## config.mk

```make
export PLATFORM = sky130hd
export DESIGN_NAME = dprintf_req_arbiter_flat
export DESIGN_NICKNAME = d
export VERILOG_FILES = /design/src/rtl/dprintf_req_arbiter_if.sv /design/src/rtl/dprintf_req_arbiter.sv /design/src/flat_wrapper.sv
export SDC_FILE = /design/constraint.sdc
export NUM_CORES = 1
export LEC_CHECK = 0
export ABC_AREA = 1
export ABC_CLOCK_PERIOD_IN_PS = 3100
export BUFFER_PORTS_ARGS = -buffer_cell sky130_fd_sc_hd__buf_4
export CORE_AREA = 4 4 527 529
export DETAILED_ROUTE_END_ITERATION = 12
export DIE_AREA = 0 0 531 533
export GPL_ROUTABILITY_DRIVEN = 0
export PLACE_DENSITY_LB_ADDON = 0.2
export SETUP_SLACK_MARGIN = 0.1
export SLEW_MARGIN = 10
export SYNTH_ARGS = -nofsm -noshare
export SYNTH_HDL_FRONTEND = slang
export SYNTH_SLANG_ARGS = --single-unit
export TNS_END_PERCENT = 20
```

## constraint.sdc

```tcl
create_clock -name clk -period 3.1 [get_ports clk]
set_clock_uncertainty 0.2 [all_clocks]
set_input_delay 0.31 -clock clk [delete_from_list [all_inputs] [get_ports clk]]
set_output_delay 0.31 -clock clk [all_outputs]
set_load 0.05 [all_outputs]
```

## src/rtl/dprintf_req_arbiter_if.sv

```systemverilog
// Handshake bundle between four dprintf requesters, the arbiter and the shared
// dprintf consumer.
//   slave  : arbiter view (requests and consumer ack in; grant, payload, acks out)
//   master : environment view (requesters and consumer), directions mirrored
interface dprintf_req_arbiter_if;
   logic        req_in_0__valid;
   logic [15:0] req_in_0__address;
   logic [63:0] req_in_0__data_0, req_in_0__data_1, req_in_0__data_2, req_in_0__data_3;
   logic        req_in_1__valid;
   logic [15:0] req_in_1__address;
   logic [63:0] req_in_1__data_0, req_in_1__data_1, req_in_1__data_2, req_in_1__data_3;
   logic        req_in_2__valid;
   logic [15:0] req_in_2__address;
   logic [63:0] req_in_2__data_0, req_in_2__data_1, req_in_2__data_2, req_in_2__data_3;
   logic        req_in_3__valid;
   logic [15:0] req_in_3__address;
   logic [63:0] req_in_3__data_0, req_in_3__data_1, req_in_3__data_2, req_in_3__data_3;

   logic [3:0]  ack_in;
   logic        req_out__valid;
   logic [15:0] req_out__address;
   logic [63:0] req_out__data_0, req_out__data_1, req_out__data_2, req_out__data_3;
   logic [1:0]  req_out__source;
   logic        ack_out;

   modport slave (
      input  req_in_0__valid, req_in_0__address,
             req_in_0__data_0, req_in_0__data_1, req_in_0__data_2, req_in_0__data_3,
      input  req_in_1__valid, req_in_1__address,
             req_in_1__data_0, req_in_1__data_1, req_in_1__data_2, req_in_1__data_3,
      input  req_in_2__valid, req_in_2__address,
             req_in_2__data_0, req_in_2__data_1, req_in_2__data_2, req_in_2__data_3,
      input  req_in_3__valid, req_in_3__address,
             req_in_3__data_0, req_in_3__data_1, req_in_3__data_2, req_in_3__data_3,
      input  ack_out,
      output ack_in, req_out__valid, req_out__address,
             req_out__data_0, req_out__data_1, req_out__data_2, req_out__data_3,
             req_out__source
   );

   modport master (
      output req_in_0__valid, req_in_0__address,
             req_in_0__data_0, req_in_0__data_1, req_in_0__data_2, req_in_0__data_3,
      output req_in_1__valid, req_in_1__address,
             req_in_1__data_0, req_in_1__data_1, req_in_1__data_2, req_in_1__data_3,
      output req_in_2__valid, req_in_2__address,
             req_in_2__data_0, req_in_2__data_1, req_in_2__data_2, req_in_2__data_3,
      output req_in_3__valid, req_in_3__address,
             req_in_3__data_0, req_in_3__data_1, req_in_3__data_2, req_in_3__data_3,
      output ack_out,
      input  ack_in, req_out__valid, req_out__address,
             req_out__data_0, req_out__data_1, req_out__data_2, req_out__data_3,
             req_out__source
   );
endinterface

```

## src/rtl/dprintf_req_arbiter.sv

```systemverilog
// Round-robin arbiter funnelling four dprintf requesters into one consumer.
// One request is outstanding at a time; the granted payload is latched and
// held until the consumer acks, then the requester gets a one-cycle ack.
//   clk     : sole clock, rising edge
//   reset_n : asynchronous active-low reset
//   bus     : dprintf_req_arbiter_if.slave (requests, consumer handshake)
//
// state   | meaning
// IDLE    | no request outstanding; grant first valid at/after rr_ptr
// PRESENT | latched request on req_out, waiting for ack_out
// RELEASE | ack_in pulse cycle; requester valid not sampled here
module dprintf_req_arbiter (
   input logic                  clk,
   input logic                  reset_n,
   dprintf_req_arbiter_if.slave bus
);
   typedef enum logic [1:0] {IDLE, PRESENT, RELEASE} state_t;

   state_t      state;
   logic [1:0]  rr_ptr;
   logic [3:0]  valid_vec;
   logic [15:0] addr_arr [4];
   logic [63:0] data_arr [4][4];
   logic        grant_found;
   logic [1:0]  grant_idx;

   logic        out_valid;
   logic [3:0]  ack_q;
   logic [15:0] addr_q;
   logic [63:0] data_q [4];
   logic [1:0]  src_q;

   assign valid_vec = {bus.req_in_3__valid, bus.req_in_2__valid,
                       bus.req_in_1__valid, bus.req_in_0__valid};

   assign addr_arr[0] = bus.req_in_0__address;
   assign addr_arr[1] = bus.req_in_1__address;
   assign addr_arr[2] = bus.req_in_2__address;
   assign addr_arr[3] = bus.req_in_3__address;

   assign data_arr[0][0] = bus.req_in_0__data_0;
   assign data_arr[0][1] = bus.req_in_0__data_1;
   assign data_arr[0][2] = bus.req_in_0__data_2;
   assign data_arr[0][3] = bus.req_in_0__data_3;
   assign data_arr[1][0] = bus.req_in_1__data_0;
   assign data_arr[1][1] = bus.req_in_1__data_1;
   assign data_arr[1][2] = bus.req_in_1__data_2;
   assign data_arr[1][3] = bus.req_in_1__data_3;
   assign data_arr[2][0] = bus.req_in_2__data_0;
   assign data_arr[2][1] = bus.req_in_2__data_1;
   assign data_arr[2][2] = bus.req_in_2__data_2;
   assign data_arr[2][3] = bus.req_in_2__data_3;
   assign data_arr[3][0] = bus.req_in_3__data_0;
   assign data_arr[3][1] = bus.req_in_3__data_1;
   assign data_arr[3][2] = bus.req_in_3__data_2;
   assign data_arr[3][3] = bus.req_in_3__data_3;

   // Scan cyclically from rr_ptr; 2-bit addition wraps 3 -> 0 naturally.
   always_comb begin
      logic [1:0] cand;
      grant_found = 1'b0;
      grant_idx   = rr_ptr;
      cand        = rr_ptr;
      for (int i = 0; i < 4; i++) begin
         cand = rr_ptr + 2'(i);
         if (!grant_found && valid_vec[cand]) begin
            grant_found = 1'b1;
            grant_idx   = cand;
         end
      end
   end

   always_ff @(posedge clk or negedge reset_n) begin
      if (!reset_n) begin
         state     <= IDLE;
         rr_ptr    <= '0;
         out_valid <= 1'b0;
         ack_q     <= '0;
         src_q     <= '0;
         addr_q    <= '0;
         for (int i = 0; i < 4; i++) data_q[i] <= '0;
      end else begin
         case (state)
            IDLE: begin
               if (grant_found) begin
                  out_valid <= 1'b1;
                  src_q     <= grant_idx;
                  addr_q    <= addr_arr[grant_idx];
                  for (int i = 0; i < 4; i++) data_q[i] <= data_arr[grant_idx][i];
                  state     <= PRESENT;
               end
            end
            PRESENT: begin
               if (bus.ack_out) begin
                  out_valid <= 1'b0;
                  ack_q     <= 4'b0001 << src_q;
                  rr_ptr    <= src_q + 2'd1;
                  state     <= RELEASE;
               end
            end
            RELEASE: begin
               ack_q <= '0;
               state <= IDLE;
            end
            default: state <= IDLE;
         endcase
      end
   end

   assign bus.req_out__valid   = out_valid;
   assign bus.ack_in           = ack_q;
   assign bus.req_out__source  = src_q;
   assign bus.req_out__address = addr_q;
   assign bus.req_out__data_0  = data_q[0];
   assign bus.req_out__data_1  = data_q[1];
   assign bus.req_out__data_2  = data_q[2];
   assign bus.req_out__data_3  = data_q[3];
endmodule

```

## src/flat_wrapper.sv

```systemverilog
// flat-port wrapper written by rule: the top's interface ports become plain ports
module dprintf_req_arbiter_flat 
  (clk, reset_n, bus_req_in_0__valid, bus_req_in_0__address, bus_req_in_0__data_0, bus_req_in_0__data_1, bus_req_in_0__data_2, bus_req_in_0__data_3, bus_req_in_1__valid, bus_req_in_1__address, bus_req_in_1__data_0, bus_req_in_1__data_1, bus_req_in_1__data_2, bus_req_in_1__data_3, bus_req_in_2__valid, bus_req_in_2__address, bus_req_in_2__data_0, bus_req_in_2__data_1, bus_req_in_2__data_2, bus_req_in_2__data_3, bus_req_in_3__valid, bus_req_in_3__address, bus_req_in_3__data_0, bus_req_in_3__data_1, bus_req_in_3__data_2, bus_req_in_3__data_3, bus_ack_out, bus_ack_in, bus_req_out__valid, bus_req_out__address, bus_req_out__data_0, bus_req_out__data_1, bus_req_out__data_2, bus_req_out__data_3, bus_req_out__source);
  dprintf_req_arbiter_if bus_i ();
  input logic clk;
  input logic reset_n;
  input wire logic [$bits(bus_i.req_in_0__valid)-1:0] bus_req_in_0__valid;
  input wire logic [$bits(bus_i.req_in_0__address)-1:0] bus_req_in_0__address;
  input wire logic [$bits(bus_i.req_in_0__data_0)-1:0] bus_req_in_0__data_0;
  input wire logic [$bits(bus_i.req_in_0__data_1)-1:0] bus_req_in_0__data_1;
  input wire logic [$bits(bus_i.req_in_0__data_2)-1:0] bus_req_in_0__data_2;
  input wire logic [$bits(bus_i.req_in_0__data_3)-1:0] bus_req_in_0__data_3;
  input wire logic [$bits(bus_i.req_in_1__valid)-1:0] bus_req_in_1__valid;
  input wire logic [$bits(bus_i.req_in_1__address)-1:0] bus_req_in_1__address;
  input wire logic [$bits(bus_i.req_in_1__data_0)-1:0] bus_req_in_1__data_0;
  input wire logic [$bits(bus_i.req_in_1__data_1)-1:0] bus_req_in_1__data_1;
  input wire logic [$bits(bus_i.req_in_1__data_2)-1:0] bus_req_in_1__data_2;
  input wire logic [$bits(bus_i.req_in_1__data_3)-1:0] bus_req_in_1__data_3;
  input wire logic [$bits(bus_i.req_in_2__valid)-1:0] bus_req_in_2__valid;
  input wire logic [$bits(bus_i.req_in_2__address)-1:0] bus_req_in_2__address;
  input wire logic [$bits(bus_i.req_in_2__data_0)-1:0] bus_req_in_2__data_0;
  input wire logic [$bits(bus_i.req_in_2__data_1)-1:0] bus_req_in_2__data_1;
  input wire logic [$bits(bus_i.req_in_2__data_2)-1:0] bus_req_in_2__data_2;
  input wire logic [$bits(bus_i.req_in_2__data_3)-1:0] bus_req_in_2__data_3;
  input wire logic [$bits(bus_i.req_in_3__valid)-1:0] bus_req_in_3__valid;
  input wire logic [$bits(bus_i.req_in_3__address)-1:0] bus_req_in_3__address;
  input wire logic [$bits(bus_i.req_in_3__data_0)-1:0] bus_req_in_3__data_0;
  input wire logic [$bits(bus_i.req_in_3__data_1)-1:0] bus_req_in_3__data_1;
  input wire logic [$bits(bus_i.req_in_3__data_2)-1:0] bus_req_in_3__data_2;
  input wire logic [$bits(bus_i.req_in_3__data_3)-1:0] bus_req_in_3__data_3;
  input wire logic [$bits(bus_i.ack_out)-1:0] bus_ack_out;
  output wire logic [$bits(bus_i.ack_in)-1:0] bus_ack_in;
  output wire logic [$bits(bus_i.req_out__valid)-1:0] bus_req_out__valid;
  output wire logic [$bits(bus_i.req_out__address)-1:0] bus_req_out__address;
  output wire logic [$bits(bus_i.req_out__data_0)-1:0] bus_req_out__data_0;
  output wire logic [$bits(bus_i.req_out__data_1)-1:0] bus_req_out__data_1;
  output wire logic [$bits(bus_i.req_out__data_2)-1:0] bus_req_out__data_2;
  output wire logic [$bits(bus_i.req_out__data_3)-1:0] bus_req_out__data_3;
  output wire logic [$bits(bus_i.req_out__source)-1:0] bus_req_out__source;
  assign bus_i.req_in_0__valid = bus_req_in_0__valid;
  assign bus_i.req_in_0__address = bus_req_in_0__address;
  assign bus_i.req_in_0__data_0 = bus_req_in_0__data_0;
  assign bus_i.req_in_0__data_1 = bus_req_in_0__data_1;
  assign bus_i.req_in_0__data_2 = bus_req_in_0__data_2;
  assign bus_i.req_in_0__data_3 = bus_req_in_0__data_3;
  assign bus_i.req_in_1__valid = bus_req_in_1__valid;
  assign bus_i.req_in_1__address = bus_req_in_1__address;
  assign bus_i.req_in_1__data_0 = bus_req_in_1__data_0;
  assign bus_i.req_in_1__data_1 = bus_req_in_1__data_1;
  assign bus_i.req_in_1__data_2 = bus_req_in_1__data_2;
  assign bus_i.req_in_1__data_3 = bus_req_in_1__data_3;
  assign bus_i.req_in_2__valid = bus_req_in_2__valid;
  assign bus_i.req_in_2__address = bus_req_in_2__address;
  assign bus_i.req_in_2__data_0 = bus_req_in_2__data_0;
  assign bus_i.req_in_2__data_1 = bus_req_in_2__data_1;
  assign bus_i.req_in_2__data_2 = bus_req_in_2__data_2;
  assign bus_i.req_in_2__data_3 = bus_req_in_2__data_3;
  assign bus_i.req_in_3__valid = bus_req_in_3__valid;
  assign bus_i.req_in_3__address = bus_req_in_3__address;
  assign bus_i.req_in_3__data_0 = bus_req_in_3__data_0;
  assign bus_i.req_in_3__data_1 = bus_req_in_3__data_1;
  assign bus_i.req_in_3__data_2 = bus_req_in_3__data_2;
  assign bus_i.req_in_3__data_3 = bus_req_in_3__data_3;
  assign bus_i.ack_out = bus_ack_out;
  assign bus_ack_in = bus_i.ack_in;
  assign bus_req_out__valid = bus_i.req_out__valid;
  assign bus_req_out__address = bus_i.req_out__address;
  assign bus_req_out__data_0 = bus_i.req_out__data_0;
  assign bus_req_out__data_1 = bus_i.req_out__data_1;
  assign bus_req_out__data_2 = bus_i.req_out__data_2;
  assign bus_req_out__data_3 = bus_i.req_out__data_3;
  assign bus_req_out__source = bus_i.req_out__source;
  dprintf_req_arbiter u_core (.clk(clk), .reset_n(reset_n), .bus(bus_i));
endmodule
```

-- Word level (Yosys, flattened, before mapping)
Index checks and enable logic that the tools add are counted.
W data, S select, Z words.
- bits in registers: 283
- input bits: 1095
- output and inout port bits: 279
- word-level logic and storage cells: 68
- $add $sub $neg: 4
- order comparisons: 5
- eq/ne operators: 4
- shifts and indexed selects: 1
- multiplexer cells: 29
- bitwise operators: 1
- reduce and logical (&&, ||, !) cells: 14
- operators by type and width (operator ; count):
    $bmux W256 S2 ; 1
    $mux W256 ; 2
    $bmux W16 S2 ; 1
    $mux W16 ; 2
    $lt A2 B3 Y1 const B ; 4
    $mux W1 ; 10
    $mux W2 ; 5
    $bmux W1 S2 ; 4
    $pmux W4 S2 ; 1
    $reduce_and A2 Y1 ; 4
    $add A2 B1 Y2 const B ; 2
    $add A2 B2 Y2 const B ; 2
    $mux W4 ; 1
    $pmux W2 S2 ; 1
    $reduce_bool A2 Y1 ; 2
    $shl A1 B2 Y4 const A ; 1
    $ge A3 B3 Y1 const B ; 1
    $logic_and A1 B1 Y1 ; 3
    $logic_not A1 Y1 ; 3
    $not A2 Y3 ; 1
    $reduce_and A3 Y1 ; 1
    $eq A2 B1 Y1 const B ; 1
    $eq A2 B2 Y1 const B ; 1
    $logic_not A2 Y1 ; 1
    3 further kinds ; 3

-- Depth between registers and ports, before layout
Gate-level depths: netlist (run 1).
- depth after elaboration: 16
- gate-level depth with buffers: 20

-- Worst setup path before layout (run 1)
Ideal clock, no wire load.
- path type: reg2reg
- start: register u_core.rr_ptr[1]
- end: register u_core.addr_q[15], in the netlist u_core.bus.req_out__address[15]
- arrival: 1880 ps
- setup slack: 902 ps
- stages on the path, launching flop included: 19
- clock period less this slack: 2198 ps
- cell sequence: dfrtp_1 buf_4 inv_4 nand2_1 nand2_2 nand2_1 nand2_2 nand3_1 nand2_1 nand2_2 buf_4 buf_4 buf_4 nand3_1 nand2_1 nand2_1 nand2_1 nand2_1 nand2_1
- cells in the longest elaborated chain, start to end: 16
- RTL lines (element ; line ; source):
    start: declaration ; dprintf_req_arbiter.sv:20 ; logic [1:0] rr_ptr;
    start signal: assignment ; dprintf_req_arbiter.sv:97 ; rr_ptr <= src_q + 2'd1;
    branches (longest 16 deep; another with $add A2 B1 Y2) ; n/a ;
    end signal: assignment ; dprintf_req_arbiter.sv:88 ; addr_q <= addr_arr[grant_idx];
    end: declaration ; dprintf_req_arbiter.sv:29 ; logic [15:0] addr_q;
Several ways; the timed one is not identified. The select of a mux whose other input is x is not followed.
A chain may end at the register's enable or synchronous reset.

-- Worst setup path after layout (run 1)
- start: register u_core.rr_ptr[0]
- end: register u_core.data_q (netlist bit u_core.bus.req_out__data_1[34])
- cells in the longest elaborated chain, start to end: 16
- RTL lines (element ; line ; source):
    branches (longest 16 deep; another with $add A2 B1 Y2) ; n/a ;
    end: declaration ; dprintf_req_arbiter.sv:30 ; logic [63:0] data_q [4];
Several ways; the timed one is not identified. The select of a mux whose other input is x is not followed.

==> results of run 1 <==
[cells in the mapped netlist]
cell type	count	area (sq um)
sky130_fd_sc_hd__inv_1	14	52.6
sky130_fd_sc_hd__inv_4	1	6.26
sky130_fd_sc_hd__buf_4	20	150
sky130_fd_sc_hd__nand4_4	1	21.3
sky130_fd_sc_hd__nor2_4	1	11.3
sky130_fd_sc_hd__o21ai_0	9	45.0
sky130_fd_sc_hd__buf_2	177	886
sky130_fd_sc_hd__nor3_4	1	16.3
sky130_fd_sc_hd__buf_1	11	41.3
sky130_fd_sc_hd__nor2_1	3	11.3
sky130_fd_sc_hd__buf_6	12	135
sky130_fd_sc_hd__ha_1	4	50.1
sky130_fd_sc_hd__a21oi_1	1	5.00
sky130_fd_sc_hd__nand2_1	2767	10400
sky130_fd_sc_hd__nand4_2	1	12.5
sky130_fd_sc_hd__dfrtp_1	283	7080
sky130_fd_sc_hd__nand3_1	559	2800
sky130_fd_sc_hd__nand2_2	7	43.8
sky130_fd_sc_hd__clkbuf_1	79	297
sky130_fd_sc_hd__inv_2	2	7.51
[repair_timing]
action                                 4_1_cts  5_1_grt
endpoints found under the hold margin      343        0
pin swaps                                    0        4
gates resized for setup                      5       37
buffers inserted                             0       15
setup endpoints to repair                    3      162
hold buffers                               971        0
gates cloned                                 0       13
[cells by family after synthesis]
kind of cell               Yosys count  share of synthesized area [%]
buffers and inverters              316                           7.14
adders and majority gates            4                          0.227
AOI/OAI and AO/OA                   10                          0.227
and+or+nand+nor                   3340                           60.3
DFF                                283                           32.1
[power groups by stage]
stage / combinational [mW] / clock, mW / sequential [mW]
after floorplan: 22.1 / 0 / 12.4
after global placement: 48.9 / 0 / 7.03
after detailed placement: 48.6 / 0 / 7.00
after CTS: 50.0 / 5.97 / 6.99
after global routing: 56.6 / 6.07 / 7.16
final: 51.5 / 5.67 / 6.95
[final timing paths]
kind	from	endpoint	slack [ps]	cells past startpoint
setup / recovery	u_core.rr_ptr[0]$_DFFE_PN0P_	u_core.bus.req_out__data_1[34]$_DFFE_PN0P_	170	16
hold / removal	bus_req_in_0__data_0[39]	u_core.bus.req_out__data_0[39]$_DFFE_PN0P_	-7	7
setup reg to reg	u_core.rr_ptr[0]$_DFFE_PN0P_	u_core.bus.req_out__data_1[34]$_DFFE_PN0P_	170	16
hold reg to reg	u_core.bus.req_out__data_3[50]$_DFFE_PN0P_	u_core.bus.req_out__data_3[50]$_DFFE_PN0P_	280	2
max in group asynchronous	reset_n	u_core.bus.req_out__data_1[0]$_DFFE_PN0P_	1750	3
min in group asynchronous	reset_n	u_core.bus.req_out__data_3[3]$_DFFE_PN0P_	50	2
[flip-flops by register name (all words and copies together) (netlist names)]
signal	count
u_core.bus.req_out__data_1	64
u_core.bus.req_out__valid	1
u_core.rr_ptr	2
u_core.bus.req_out__address	16
u_core.state	2
u_core.bus.req_out__data_2	64
u_core.bus.req_out__data_0	64
u_core.bus.req_out__data_3	64
u_core.bus.ack_in	4
u_core.bus.req_out__source	2
[metrics by stage]
step / cells / setup WS, ps / utilization [%] / TNS (ps) / power (mW)
2_1_floorplan: 3953 / 902 / - / 0 / 34.5
3_3_place_gp: 8796 / -225 / 13.7 / -261 / 55.9
3_5_place_dp: 8796 / -239 / 13.7 / -306 / 55.6
4_1_cts: 9847 / 75.3 / 17.9 / 0 / 63.0
5_1_grt: 9890 / 47.4 / 18.1 / 0 / 69.8
6_report: 9909 / 166 / 18.1 / 0 / 64.1
[layer usage]
metal | track usage (%) | routed length, microns | up-vias | part of all wire [%]
met5 | 0 | 410 | - | 0.18
met4 | 4.08 | 7040 | 68 | 3.2
met3 | 4.33 | 18500 | 266 | 8.3
met2 | 23.9 | 102000 | 1495 | 46
met1 | 18.1 | 94100 | 16344 | 42
li1 | - | - | 16869 | -
[worst max-delay path, cell delays in order, from the launching register on]
cell and delay (ps):
sky130_fd_sc_hd__dfrtp_2 440, sky130_fd_sc_hd__buf_6 150, sky130_fd_sc_hd__nand2_1 70, sky130_fd_sc_hd__nand2_2 90, sky130_fd_sc_hd__nand2_1 90, sky130_fd_sc_hd__nand2_2 100, sky130_fd_sc_hd__nor2_4 130, sky130_fd_sc_hd__nand4_4 240
sky130_fd_sc_hd__buf_12 250, sky130_fd_sc_hd__buf_12 220, sky130_fd_sc_hd__buf_4 220, sky130_fd_sc_hd__nand3_1 150, sky130_fd_sc_hd__nand2_1 130, sky130_fd_sc_hd__nand2_1 80, sky130_fd_sc_hd__nand2_1 80, sky130_fd_sc_hd__nand2_1 70
sky130_fd_sc_hd__nand2_1 50
[area by class of cell]
cell class / instances / area [sq um]
Clock inverter: 18 / 285
Inverter: 17 / 76.3
Antenna cell: 34 / 85.1
Timing Repair Buffer: 2551 / 22700
Tap cell: 3589 / 4490
Multi-Input combinational cell: 3355 / 13500
Clock buffer: 62 / 1290
Sequential cell: 283 / 7080
Fill cell: 31268 / 223000
==> results.py, run 1 <==
metrics = {
    "timing": {
        "grt_setup_unrepaired": "no",
        "timing.hold.ws_ps": -7.11,
        "max_slew_margin_vs_limit_pct": 44.7,
        "timing.final.max_slew_violations": 0,
        "setup_viol_count_final": 0,
        "fin_crit_sh_pct": 94.6,
        "max_slew.worst_pin.slew_ps": 829,
        "fmax_mhz": 341,
        "post-route-min-period_ps": 2930,
        "hold_viol_final": 2,
    },
    "cts": {
        "numCtsBuffers": 44,
        "worstSkewPairLatency_ps": 610,
        "cts-htree-levels": 2,
        "clock-sinks": 283,
        "cts.root.buffer_cell": "sky130_fd_sc_hd__clkbuf_16",
        "clock_path_buffers": 3,
        "clock_tree_from_tritoncts": "built",
        "clock_slew_at_the_register_clock_pins_of_the_worst_setup_and_hold_paths_ps": 60,
    },
    "global_routing": {
        "track_usage_pct": 14.4,
        "grt_pass1_wl_microns": 290000,
        "antenna_violations_before_repair": 89,
        "pin_count_of_the_biggest_net_entering_global_routing": 72,
        "via_count_of_the_first_global_routing_pass": 36376,
        "overflow": 0,
    },
    "cells_and_area": {
        "finish.instance_area_sq_um": 49500,
        "layout.nets": 7351,
        "most_frequent_standard_cell_in_the_layout_excluding_fill_and_tap_cells": "sky130_fd_sc_hd__nand2_1",
        "mostFrequentLayoutCells": "sky130_fd_sc_hd__nand2_1 (2755), sky130_fd_sc_hd__buf_4 (1495), sky130_fd_sc_hd__dlygate4sd3_1 (971), sky130_fd_sc_hd__nand3_1 (556), sky130_fd_sc_hd__dfrtp_1 (281)",
        "layout-drive-gt1-share_pct": 26.8,
        "area_growth_syn_to_layout_pct": 124,
    },
    "status": {
        "violations": "hold timing",
        "run_status": "finished, violations left",
    },
    "floorplan": {
        "floorplan.rows": 192,
        "floorplan.die_area_sq_um": 283000,
        "die-width_microns": 531,
        "boundaryPins": 1374,
        "coreArea_sq_um": 273000,
        "floorplan.initialDensity_pct": 8.08,
        "die_outline_height_microns": 533,
    },
    "critical_path": {
        "worstSetupStartpointType": "flip-flop",
        "critical_path.max_fanout": 30,
        "worstSetupPathType": "reg -> reg",
        "critical_path.endpoint_type": "flip-flop",
        "critPathArrivalTime_ps": 3250,
        "worst_ep_required_time_ps": 3420,
    },
    "route": {
        "drc": 0,
        "post_drt_via_cell_ratio": 3.54,
        "drt_iter0_drc": 1951,
        "drt_pass1_iterations": 5,
        "detail_route.wl_per_cell_microns": 22.4,
        "vias": 35042,
        "drt.antenna.violating_nets": 0,
        "totalWireLength_microns": 222000,
    },
    "run": {
        "timing.max_cap.violations": 0,
    },
    "pwr": {
        "pwr_density_cell_nw_per_um2": 1290,
        "vdd.ir_drop.worst_mv": 0.633,
        "p_seq_share_pct": 10.8,
        "clockPowerShare_pct": 8.8,
        "leakage_component_of_the_power_nw": 26.2,
        "power.net_switching_mw": 38.8,
        "combPwrFrac_pct": 80.3,
        "p_sw_share_pct": 60.5,
        "internal_power_mw": 25.3,
    },
    "logic_synthesis": {
        "netlist_area_sq_um": 22100,
        "postSynthRegisterBits": 283,
        "yosysSeqAreaShare_pct": 32.1,
        "postSynthCellCount": 3953,
        "synth_area_per_cell_sq_um": 5.58,
        "yosys.cell_types.count": 20,
        "synth.net_count": 5052,
        "yosysWarnings": 0,
    },
    "place": {
        "port_buffers": 1373,
        "placedInstanceArea_sq_um": 37500,
        "dp.final_hpwl_microns": 178000,
    },
    "hold_path": {
        "worst_min_path_class": "in -> reg",
    },
}
(Power assumes the default switching activity.)
==> run 2: changes to the inputs <==
==> constraint.sdc (replaced) <==
create_clock -name clk -period 3.1 [get_ports clk]
set_clock_uncertainty 0.2 [all_clocks]
set_input_delay 0 -clock clk [delete_from_list [all_inputs] [get_ports clk]]
set_output_delay 0 -clock clk [all_outputs]
set_load 0.05 [all_outputs]
==> run 2 against run 1 <==
Against the previous run:
- the run still ends with hold timing left
- largest power group unchanged
- worst setup slack better by 62 ps
- power down 3.1%
- utilization up 0.32 points
- sequential power up 0.6%
- clock-buffer cell count up 1
- final cell count up 1.1%
- clock power down 3%
- final area up 1.8%
- via count up 1.3%
==> results.py, run 2 (synthesis results as in run 1) <==
metrics = {
    "status": {
        "run_status": "finished, violations left",
        "violations": "hold timing",
    },
    "critical_path": {
        "critical_path.max_stage_delay_ps": 400,
        "crit_chain": "buf_4 > nand2_1 > nand2_2 > nand2_1 > nand2_2 > nor2_4 > nand4_4 > buf_12 > buf_4 > buf_4 > nand3_1 > nand2_1 > nand2_1 > nand2_1 > nand2_1 > nand2_1",
        "path_buf_inv": 4,
        "worst_path_max_delay_cell": "sky130_fd_sc_hd__dfrtp_1",
        "critical_path.max_fanout": 26,
        "worst_r2r_path_depth": 16,
        "r2r_slack_ps": 230,
        "worstSetupPathType": "reg -> reg",
        "worstReg2RegStart": "u_core.rr_ptr[0]$_DFFE_PN0P_",
        "cp_top_family": "simple AND/OR/NAND/NOR gates",
        "critPathArrivalTime_ps": 3200,
        "critical_path.endpoint_type": "flip-flop",
        "regToRegEndpoint": "u_core.bus.req_out__data_1[44]$_DFFE_PN0P_",
        "critical-path-top-cell-by-count": "sky130_fd_sc_hd__nand2_1",
        "worstSetupStartpointType": "flip-flop",
        "worst_ep_required_time_ps": 3420,
    },
    "cts": {
        "clock_slew_at_the_register_clock_pins_of_the_worst_setup_and_hold_paths_ps": 60,
        "clock_path_buffers": 3,
        "clock-sinks": 283,
        "clock_tree_from_tritoncts": "built",
        "numCtsBuffers": 44,
        "worstSkewPairLatency_ps": 620,
        "cts.root.buffer_cell": "sky130_fd_sc_hd__clkbuf_16",
        "cts-htree-levels": 2,
    },
    "global_routing": {
        "grt_pass1_wl_microns": 291000,
        "antenna_violations_before_repair": 85,
        "via_count_of_the_first_global_routing_pass": 36930,
        "pin_count_of_the_biggest_net_entering_global_routing": 104,
        "track_usage_pct": 14.4,
        "overflow": 0,
    },
    "floorplan": {
        "die_outline_height_microns": 533,
        "die-width_microns": 531,
        "floorplan.initialDensity_pct": 8.08,
        "floorplan.rows": 192,
        "boundaryPins": 1374,
        "floorplan.die_area_sq_um": 283000,
        "coreArea_sq_um": 273000,
    },
    "pwr": {
        "leakage_component_of_the_power_nw": 26.5,
        "design_power_total_mw": 62.1,
        "pwr_density_cell_nw_per_um2": 1230,
        "vdd.ir_drop.worst_mv": 0.739,
    },
    "timing": {
        "timing.final.max_slew_violations": 0,
        "grt_setup_unrepaired": "yes",
        "post-route-min-period_ps": 2870,
        "max_slew_margin_vs_limit_pct": 59.0,
        "timing.hold.ws_ps": -13.1,
        "setup_viol_count_final": 0,
        "fmax_mhz": 348,
        "hold_viol_final": 1,
        "tns_ps": 0,
        "fin_crit_sh_pct": 92.6,
        "max_slew.worst_pin.slew_ps": 614,
    },
    "route": {
        "drt_iter0_drc": 1976,
        "post_drt_via_cell_ratio": 3.54,
        "totalWireLength_microns": 217000,
        "vias": 35508,
        "drt.antenna.violating_nets": 0,
        "drt_pass1_iterations": 5,
        "detail_route.wl_per_cell_microns": 21.7,
        "drc": 0,
    },
    "hold_path": {
        "worst_min_path_class": "in -> reg",
        "hold_path_end": "u_core.bus.req_out__data_0[41]$_DFFE_PN0P_",
        "hp-start": "bus_req_in_3__data_0[41]",
        "hold_depth": 7,
    },
    "cells_and_area": {
        "layout-drive-gt1-share_pct": 26.0,
        "most_frequent_standard_cell_in_the_layout_excluding_fill_and_tap_cells": "sky130_fd_sc_hd__nand2_1",
        "nFillCells": 31195,
        "final_util_pct": 18.5,
        "layout.nets": 7476,
        "mostFrequentLayoutCells": "sky130_fd_sc_hd__nand2_1 (2760), sky130_fd_sc_hd__buf_4 (1511), sky130_fd_sc_hd__dlygate4sd3_1 (1099), sky130_fd_sc_hd__nand3_1 (558), sky130_fd_sc_hd__dfrtp_1 (283)",
        "area_growth_syn_to_layout_pct": 128,
    },
    "run": {
        "timing.max_cap.violations": 0,
    },
    "place": {
        "port_buffers": 1373,
        "dp.final_hpwl_microns": 178000,
    },
}
run 2: cell count changes in the layout (fill, tap and decap cells not counted), sizes merged, moves of 3 or more:
| cell | delta |
|---|---|
| clkinv | -3 |
| clkbuf | -6 |
| diode | -10 |
| dlygate4sd3 | +128 |
| buf | +5 |
run 2: worst max-delay path by stage:
stage,cells past startpoint,endpoint,startpoint,slack (ps)
after floorplan,18,u_core.bus.req_out__address[15]$_DFFE_PN0P_,u_core.rr_ptr[1]$_DFFE_PN0P_,900
after global placement,17,u_core.bus.req_out__data_2[63]$_DFFE_PN0P_,u_core.rr_ptr[1]$_DFFE_PN0P_,70
after detailed placement,17,u_core.bus.req_out__data_2[63]$_DFFE_PN0P_,u_core.rr_ptr[1]$_DFFE_PN0P_,60
after CTS,16,u_core.bus.req_out__data_0[19]$_DFFE_PN0P_,u_core.rr_ptr[0]$_DFFE_PN0P_,80
after global routing,16,u_core.bus.req_out__data_3[5]$_DFFE_PN0P_,u_core.rr_ptr[0]$_DFFE_PN0P_,80
final,16,u_core.bus.req_out__data_1[44]$_DFFE_PN0P_,u_core.rr_ptr[0]$_DFFE_PN0P_,230
run 2: worst reg2reg max path, cell delays in order (launching register included):
cell and delay [ps]:
sky130_fd_sc_hd__dfrtp_1 400, sky130_fd_sc_hd__buf_4 170, sky130_fd_sc_hd__nand2_1 90, sky130_fd_sc_hd__nand2_2 90, sky130_fd_sc_hd__nand2_1 80, sky130_fd_sc_hd__nand2_2 100
sky130_fd_sc_hd__nor2_4 150, sky130_fd_sc_hd__nand4_4 180, sky130_fd_sc_hd__buf_12 230, sky130_fd_sc_hd__buf_4 300, sky130_fd_sc_hd__buf_4 230, sky130_fd_sc_hd__nand3_1 120
sky130_fd_sc_hd__nand2_1 160, sky130_fd_sc_hd__nand2_1 110, sky130_fd_sc_hd__nand2_1 60, sky130_fd_sc_hd__nand2_1 50, sky130_fd_sc_hd__nand2_1 60
run 2: metrics by stage:
step / setup slack [ps] / std cells / area, sq um / hold WS [ps]
detailed placement: 57.1 / 8811 / 37600 / -118
finish: 228 / 10022 / 50400 / -13.1
global route: 78.3 / 10013 / 50400 / 50.4
CTS: 82.9 / 9989 / 50100 / 8.82
floorplan: 902 / 3953 / 22100 / -496
global placement: 67.8 / 8811 / 37600 / -116
run 2: final cells by class:
cell class | count | area [sq um] | area share [%]
inverters | 17 | 73.8 | 0.146
clock buffers | 63 | 1260 | 2.51
clock inverters | 15 | 244 | 0.484
well taps | 3589 | 4490 | 8.91
diodes | 24 | 60.1 | 0.119
multi-input cells | 3354 | 13500 | 26.7
flip-flops and latches | 283 | 7080 | 14.1
repair buffers | 2677 | 23700 | 47.1
run 2: report_power, final:
part	internal, mW	switching, mW	leakage, nW
clock network	3.32	2.20	0.728
logic	15.4	34.2	22.3
registers	5.66	1.32	3.54
run 2: timing repair:
action	4_1_cts	5_1_grt
endpoints found under the setup margin	4	215
pin swaps	0	1
gates resized for setup	2	10
setup buffers	0	5
cloned	0	4
endpoints found under the hold margin	564	0
hold buffers	1100	0
run 2: metal layers:
metal	global-route usage, %	vias up	routed length [microns]
met5	0	-	393
met4	4.11	66	6620
met3	3.57	263	15800
met2	23.9	1479	99600
met1	18.4	16600	94500
li1	-	17100	-
